`config.mk`:
```
export PLATFORM = sky130hd
export DESIGN_NAME = alu_cdb_tx
export DESIGN_NICKNAME = d
export VERILOG_FILES = /design/src/rtl/alu_cdb_tx.sv
export SDC_FILE = /design/constraint.sdc
export NUM_CORES = 1
export LEC_CHECK = 0
export ABC_AREA = 1
export BUFFER_PORTS_ARGS = -buffer_cell sky130_fd_sc_hd__buf_2
export CAP_MARGIN = 5
export CORE_MARGIN = 3
export CORE_UTILIZATION = 35
export DETAILED_ROUTE_END_ITERATION = 8
export PLACE_DENSITY = 0.56
export SLEW_MARGIN = 10
export SYNTH_ARGS = -nofsm -noshare
export SYNTH_HDL_FRONTEND = slang
export SYNTH_SLANG_ARGS = --single-unit
```
`constraint.sdc`:
```
create_clock -name clk -period 4.3 [get_ports clk]
set_input_delay 0.215 -clock clk [delete_from_list [all_inputs] [get_ports clk]]
set_output_delay 0.215 -clock clk [all_outputs]
set_load 0.005 [all_outputs]
```
`src/rtl/alu_cdb_tx.sv`:
```
// ALU execution stage: computes the result of each issued op and queues it in a small FIFO.
// The FIFO head is broadcast on the ALU CDB, one entry per grant.
module alu_cdb_tx #(
    parameter int unsigned FIFO_DEPTH = 4,
    parameter int unsigned DATA_W     = 32,
    parameter int unsigned TAG_W      = 4,
    parameter int unsigned OP_W       = 6
) (
    input  logic              clk,
    input  logic              rst,
    input  logic              rdy,
    input  logic [OP_W-1:0]   in_rs_op,
    input  logic [DATA_W-1:0] in_rs_value1,
    input  logic [DATA_W-1:0] in_rs_value2,
    input  logic [DATA_W-1:0] in_rs_imm,
    input  logic [TAG_W-1:0]  in_rs_rob_tag,
    input  logic [DATA_W-1:0] in_rs_pc,
    input  logic              in_flush,
    input  logic              in_cdb_grant,
    output logic              out_rs_stall,
    output logic              out_cdb_req,
    output logic [TAG_W-1:0]  out_cdb_tag,
    output logic [DATA_W-1:0] out_cdb_value,
    output logic              out_cdb_jump,
    output logic [DATA_W-1:0] out_cdb_target,
    output logic              out_overflow
);

    localparam int unsigned PTR_W = $clog2(FIFO_DEPTH);
    localparam int unsigned CNT_W = PTR_W + 1;

    // Internal opcode encoding shared with the reservation station
    localparam logic [OP_W-1:0] OP_NOP   = OP_W'(0);
    localparam logic [OP_W-1:0] OP_LUI   = OP_W'(1);
    localparam logic [OP_W-1:0] OP_AUIPC = OP_W'(2);
    localparam logic [OP_W-1:0] OP_JAL   = OP_W'(3);
    localparam logic [OP_W-1:0] OP_JALR  = OP_W'(4);
    localparam logic [OP_W-1:0] OP_BEQ   = OP_W'(5);
    localparam logic [OP_W-1:0] OP_BNE   = OP_W'(6);
    localparam logic [OP_W-1:0] OP_BLT   = OP_W'(7);
    localparam logic [OP_W-1:0] OP_BGE   = OP_W'(8);
    localparam logic [OP_W-1:0] OP_BLTU  = OP_W'(9);
    localparam logic [OP_W-1:0] OP_BGEU  = OP_W'(10);
    localparam logic [OP_W-1:0] OP_ADDI  = OP_W'(11);
    localparam logic [OP_W-1:0] OP_SLTI  = OP_W'(12);
    localparam logic [OP_W-1:0] OP_SLTIU = OP_W'(13);
    localparam logic [OP_W-1:0] OP_XORI  = OP_W'(14);
    localparam logic [OP_W-1:0] OP_ORI   = OP_W'(15);
    localparam logic [OP_W-1:0] OP_ANDI  = OP_W'(16);
    localparam logic [OP_W-1:0] OP_SLLI  = OP_W'(17);
    localparam logic [OP_W-1:0] OP_SRLI  = OP_W'(18);
    localparam logic [OP_W-1:0] OP_SRAI  = OP_W'(19);
    localparam logic [OP_W-1:0] OP_ADD   = OP_W'(20);
    localparam logic [OP_W-1:0] OP_SUB   = OP_W'(21);
    localparam logic [OP_W-1:0] OP_SLL   = OP_W'(22);
    localparam logic [OP_W-1:0] OP_SLT   = OP_W'(23);
    localparam logic [OP_W-1:0] OP_SLTU  = OP_W'(24);
    localparam logic [OP_W-1:0] OP_XOR   = OP_W'(25);
    localparam logic [OP_W-1:0] OP_SRL   = OP_W'(26);
    localparam logic [OP_W-1:0] OP_SRA   = OP_W'(27);
    localparam logic [OP_W-1:0] OP_OR    = OP_W'(28);
    localparam logic [OP_W-1:0] OP_AND   = OP_W'(29);

    logic [DATA_W-1:0] op2;
    logic [4:0]        shamt;
    logic [DATA_W-1:0] res_value;
    logic              res_jump;
    logic [DATA_W-1:0] res_target;
    logic [DATA_W-1:0] pc_imm;

    always_comb begin
        op2        = (in_rs_op >= OP_ADDI && in_rs_op <= OP_SRAI) ? in_rs_imm : in_rs_value2;
        shamt      = op2[4:0];
        pc_imm     = in_rs_pc + in_rs_imm;
        res_value  = '0;
        res_jump   = 1'b0;
        res_target = '0;
        case (in_rs_op)
            OP_ADD, OP_ADDI:   res_value = in_rs_value1 + op2;
            OP_SUB:            res_value = in_rs_value1 - op2;
            OP_XOR, OP_XORI:   res_value = in_rs_value1 ^ op2;
            OP_OR, OP_ORI:     res_value = in_rs_value1 | op2;
            OP_AND, OP_ANDI:   res_value = in_rs_value1 & op2;
            OP_SLL, OP_SLLI:   res_value = in_rs_value1 << shamt;
            OP_SRL, OP_SRLI:   res_value = in_rs_value1 >> shamt;
            OP_SRA, OP_SRAI:   res_value = DATA_W'($signed(in_rs_value1) >>> shamt);
            OP_SLT, OP_SLTI:   res_value = DATA_W'($signed(in_rs_value1) < $signed(op2));
            OP_SLTU, OP_SLTIU: res_value = DATA_W'(in_rs_value1 < op2);
            OP_LUI:            res_value = in_rs_imm;
            OP_AUIPC:          res_value = pc_imm;
            OP_JAL: begin
                res_value  = in_rs_pc + DATA_W'(4);
                res_jump   = 1'b1;
                res_target = pc_imm;
            end
            OP_JALR: begin
                res_value  = in_rs_pc + DATA_W'(4);
                res_jump   = 1'b1;
                res_target = (in_rs_value1 + in_rs_imm) & ~DATA_W'(1);
            end
            OP_BEQ, OP_BNE, OP_BLT, OP_BGE, OP_BLTU, OP_BGEU: begin
                res_target = pc_imm;
                case (in_rs_op)
                    OP_BEQ:  res_jump = (in_rs_value1 == in_rs_value2);
                    OP_BNE:  res_jump = (in_rs_value1 != in_rs_value2);
                    OP_BLT:  res_jump = ($signed(in_rs_value1) < $signed(in_rs_value2));
                    OP_BGE:  res_jump = ($signed(in_rs_value1) >= $signed(in_rs_value2));
                    OP_BLTU: res_jump = (in_rs_value1 < in_rs_value2);
                    default: res_jump = (in_rs_value1 >= in_rs_value2);
                endcase
            end
            default: ;
        endcase
    end

    logic [TAG_W-1:0]  tag_mem    [FIFO_DEPTH];
    logic [DATA_W-1:0] value_mem  [FIFO_DEPTH];
    logic              jump_mem   [FIFO_DEPTH];
    logic [DATA_W-1:0] target_mem [FIFO_DEPTH];
    logic [PTR_W-1:0]  rd_ptr_q, wr_ptr_q;
    logic [CNT_W-1:0]  count_q;
    logic              overflow_q;
    logic              full, do_push, do_pop, do_drop;

    always_comb begin
        full    = (count_q == CNT_W'(FIFO_DEPTH));
        do_pop  = rdy && !in_flush && out_cdb_req && in_cdb_grant;
        // A full FIFO still accepts an issue when the head leaves on the same edge
        do_push = rdy && !in_flush && (in_rs_op != OP_NOP) && (!full || do_pop);
        do_drop = rdy && !in_flush && (in_rs_op != OP_NOP) && full && !do_pop;
    end

    always_ff @(posedge clk or negedge rst) begin
        if (!rst) begin
            rd_ptr_q   <= '0;
            wr_ptr_q   <= '0;
            count_q    <= '0;
            overflow_q <= 1'b0;
        end else if (rdy) begin
            if (in_flush) begin
                rd_ptr_q <= '0;
                wr_ptr_q <= '0;
                count_q  <= '0;
            end else begin
                if (do_push) wr_ptr_q <= wr_ptr_q + PTR_W'(1);
                if (do_pop)  rd_ptr_q <= rd_ptr_q + PTR_W'(1);
                if (do_push && !do_pop)      count_q <= count_q + CNT_W'(1);
                else if (!do_push && do_pop) count_q <= count_q - CNT_W'(1);
            end
            if (do_drop) overflow_q <= 1'b1;
        end
    end

    always_ff @(posedge clk) begin
        if (do_push) begin
            tag_mem[wr_ptr_q]    <= in_rs_rob_tag;
            value_mem[wr_ptr_q]  <= res_value;
            jump_mem[wr_ptr_q]   <= res_jump;
            target_mem[wr_ptr_q] <= res_target;
        end
    end

    always_comb begin
        out_cdb_req    = (count_q != '0);
        out_cdb_tag    = out_cdb_req ? tag_mem[rd_ptr_q]    : '0;
        out_cdb_value  = out_cdb_req ? value_mem[rd_ptr_q]  : '0;
        out_cdb_jump   = out_cdb_req ? jump_mem[rd_ptr_q]   : 1'b0;
        out_cdb_target = out_cdb_req ? target_mem[rd_ptr_q] : '0;
        out_rs_stall   = (count_q >= CNT_W'(FIFO_DEPTH - 1));
        out_overflow   = overflow_q;
    end

endmodule

```
==> results.toml <==
[clocking]
clock_path_buffers = 3
htreeDepth = 1
cts_buffers = 25
clk_pin_slew_worst_paths_ns = 0.07
clock-sinks = 284
cts_tree = "built"
clock-root-buffer = "clkbuf_16"
clk_latency_ns = 0.54
cts_setup_buffers = 0

[routing]
drcViolationCount = 0
postRouteAntennaNets = 0
vias = 29800
wl_per_cell_um = 25.79
drtIter0Drc = 3556
via_per_inst = 5.640
wl_um = 136200
firstDrtPassIters = 6

[synth]
synth_edf_count = 276
yosysWarnings = 0
synth_nets = 4340
synthDistinctLibCells = 59
syn_area_um2 = 27190
async_reset_ff_share_pct = 2.817
syn_area_per_cell_um2 = 6.815
ys_seq_area_share_pct = 31.22
synthCells = 3990
ys_seq_elements = 284
synth_ff_type = "edfxtp_1"

[worst_setup_path]
worstPathBufferInverterCount = 6
rr_endpoint = "value_mem[3][13]"
required_ns = 4.55
critPathLaunch = "in_rs_op[1]"
max_stage_delay_ns = 0.44
cp-start-kind = "primary input"
slowest_stage = "ha_1"
cp_cell_sequence = "buf_2 -> nand2_1 -> inv_1 -> nand2_2 -> nand2_8 -> nand2_8 -> buf_4 -> o21ai_0 -> inv_1 -> ha_1 -> inv_1 -> a21oi_1 -> inv_1 -> a21oi_1 -> o21ai_0 -> a31oi_1 -> nand2_2 -> nand2_1 -> nand3_1 -> nand3_1 -> nand2_1"
crit_end = "value_mem[1][0]"
criticalPathCategory = "primary input to flip-flop"
reg2reg_from = "count_q[0]"
reg2reg_depth = 12
path_common_cell = "inv_1"
r2r_setup_slack_ns = 1.31
cp-end-kind = "flip-flop"
critical_path_depth = 21
cp.arrival_ns = 4.28
crit_family = "compound AO/OA/AOI/OAI gates"
path_max_fanout = 20

[sta]
min_period_over_period_pct = 93.88
relSlewSlack_pct = 17.33
rsz0062_at_grt = "no"
tightest_slew_ns = 1.229
report.final.slew_viol_count = 0
holdWs_ns = 0.04831
fmax_mhz = 247.7
skew_ns = 0.01870
finalSetupViolations = 0
fin_ws_ns = 0.2631
period_needed_ns = 4.037
setup_tns_ns = 0
finalHoldViolCount = 0

[floorplan]
initial_core_util_pct = 35.57
dieHeight_um = 284.7
die_w_um = 284.7
dieArea_um2 = 81070
fp.coreArea_um2 = 76450
io_pins = 215
rows = 101

[layout]
finalNetCount = 4578
drive_gt1_share_pct = 11.47
area_growth_syn_to_layout_pct = 14.24
layout_common_cells = "nand2_1, nor2_1, nand3_1"
layoutNonFillerInstCount = 5283
final_common_cell = "nand2_1"

[global_routing]
grt_first_pass_wirelength_um = 191700
globalRouteOverflowTotal = 0
antenna_found_initial = 5
grt_max_degree = 93
grtUsageTotal_pct = 32.21
first_global_vias = 27130

[job]
maxCapViolations = 0

[placed_design]
numPortBuffers = 214
dp.cells = 5225
gp_congestion = 1.081
dp_hpwl_um = 110500
dp_slack_ns = -0.1329

[min_path]
hp-class = "primary input to asynchronous set/reset pin"

[power_and_ir_drop]
power_density_nw_per_um2 = 353.6
ir_worst_vdd_v = 0.0002649
p_leak_nw = 14.12
power_w = 0.01098

[status]
status = "finished, final reports clean"
report_power, final:
part / switching (W) / leakage (nW) / total (W) / internal, W
registers: 0.000124 / 2.66 / 0.00347 / 0.00335
clock network: 0.000995 / 0.420 / 0.00237 / 0.00137
logic: 0.00355 / 11.0 / 0.00515 / 0.00159
total: 0.00467 / 14.1 / 0.0110 / 0.00631
repair_timing:
action | 4_1_cts | 5_1_grt
resized for setup | 0 | 1
setup endpoints to repair | 0 | 4
hold buffers | 6 | 0
endpoints found under the hold margin | 25 | 0
registers in the layout, indices dropped and copies added, names as in the netlist:
register,cells
tag_mem,16
jump_mem,4
value_mem,128
wr_ptr_q,2
count_q,3
rd_ptr_q,2
target_mem,128
out_overflow,1
synthesized netlist by cell type (19+ instances only):
cell / count / area, um^2
nand2_1: 811 / 3044
nor2_1: 534 / 2004
nand3_1: 471 / 2357
inv_1: 455 / 1708
o21ai_0: 338 / 1692
a21oi_1: 305 / 1526
edfxtp_1: 276 / 8288
ha_1: 203 / 2540
clkbuf_1: 93 / 349.1
nor3_1: 42 / 210.2
nand4_1: 40 / 250.2
buf_2: 36 / 180.2
o22ai_1: 31 / 193.9
xor2_1: 25 / 219.0
o211ai_1: 23 / 172.7
o21ai_1: 20 / 100.1
nand2_2: 19 / 118.9
nor4_1: 19 / 118.9
o21a_1: 19 / 142.6
worst min path at each step:
stage	startpoint	to	slack, ns	depth (start not counted)
CTS	rst	wr_ptr_q[0]	0.03	2
global route	rst	wr_ptr_q[0]	0.07	2
finish	rst	wr_ptr_q[0]	0.05	2
global placement	rst	wr_ptr_q[0]	0.08	1
detailed placement	rst	out_overflow	0.09	1
floorplan	rst	count_q[0]	-0.08	0
cells by family after synthesis:
logic type,count (synthesis),share of synthesized area (%)
adders and majority gates,207,9.636
buffers and inverters,624,9.083
AOI/OAI and AO/OA,842,17.21
xor gates and xnor gates,43,1.385
and+or+nand+nor,1990,31.47
DFF,284,31.22
per-stage QoR:
stage                     util [%]  area [um^2]
final                        40.63        31060
after global routing         40.61        31050
after CTS                    40.61        31040
after detailed placement     39.40        30120
after global placement       39.40        30120
after floorplan                  -        27190
cell type report:
class	count	area [um^2]
Inverter	467	1754
Tap cell	1030	1289
Fill cell	8246	45390
Sequential cell	284	8493
Multi-Input combinational cell	3082	16290
Clock inverter	20	234.0
Clock buffer	26	629.4
Antenna cell	6	15.01
Timing Repair Buffer	368	2355
worst reg2reg max path: stages, from the launching register on:
cell,delay [ns]
dfrtp_1,0.39
nor2_1,0.05
inv_1,0.10
nor2_4,0.03
buf_4,0.25
inv_1,0.15
nand3_1,0.13
nand2_1,0.13
inv_1,0.05
nor2_1,0.21
inv_1,0.24
nor2_4,0.57
buf_4,0.36
metal layers:
| layer | GRT usage [%] | vias to the layer above | wire length (um) |
|---|---|---|---|
| met1 | 45.36 | 14060 | 59050 |
| li1 | - | 14040 | - |
| met2 | 47.18 | 1450 | 56170 |
| met4 | 17.94 | 0 | 8999 |
| met5 | 0 | - | 0 |
| met3 | 4.603 | 245 | 12020 |
(Power assumes the default switching activity.)
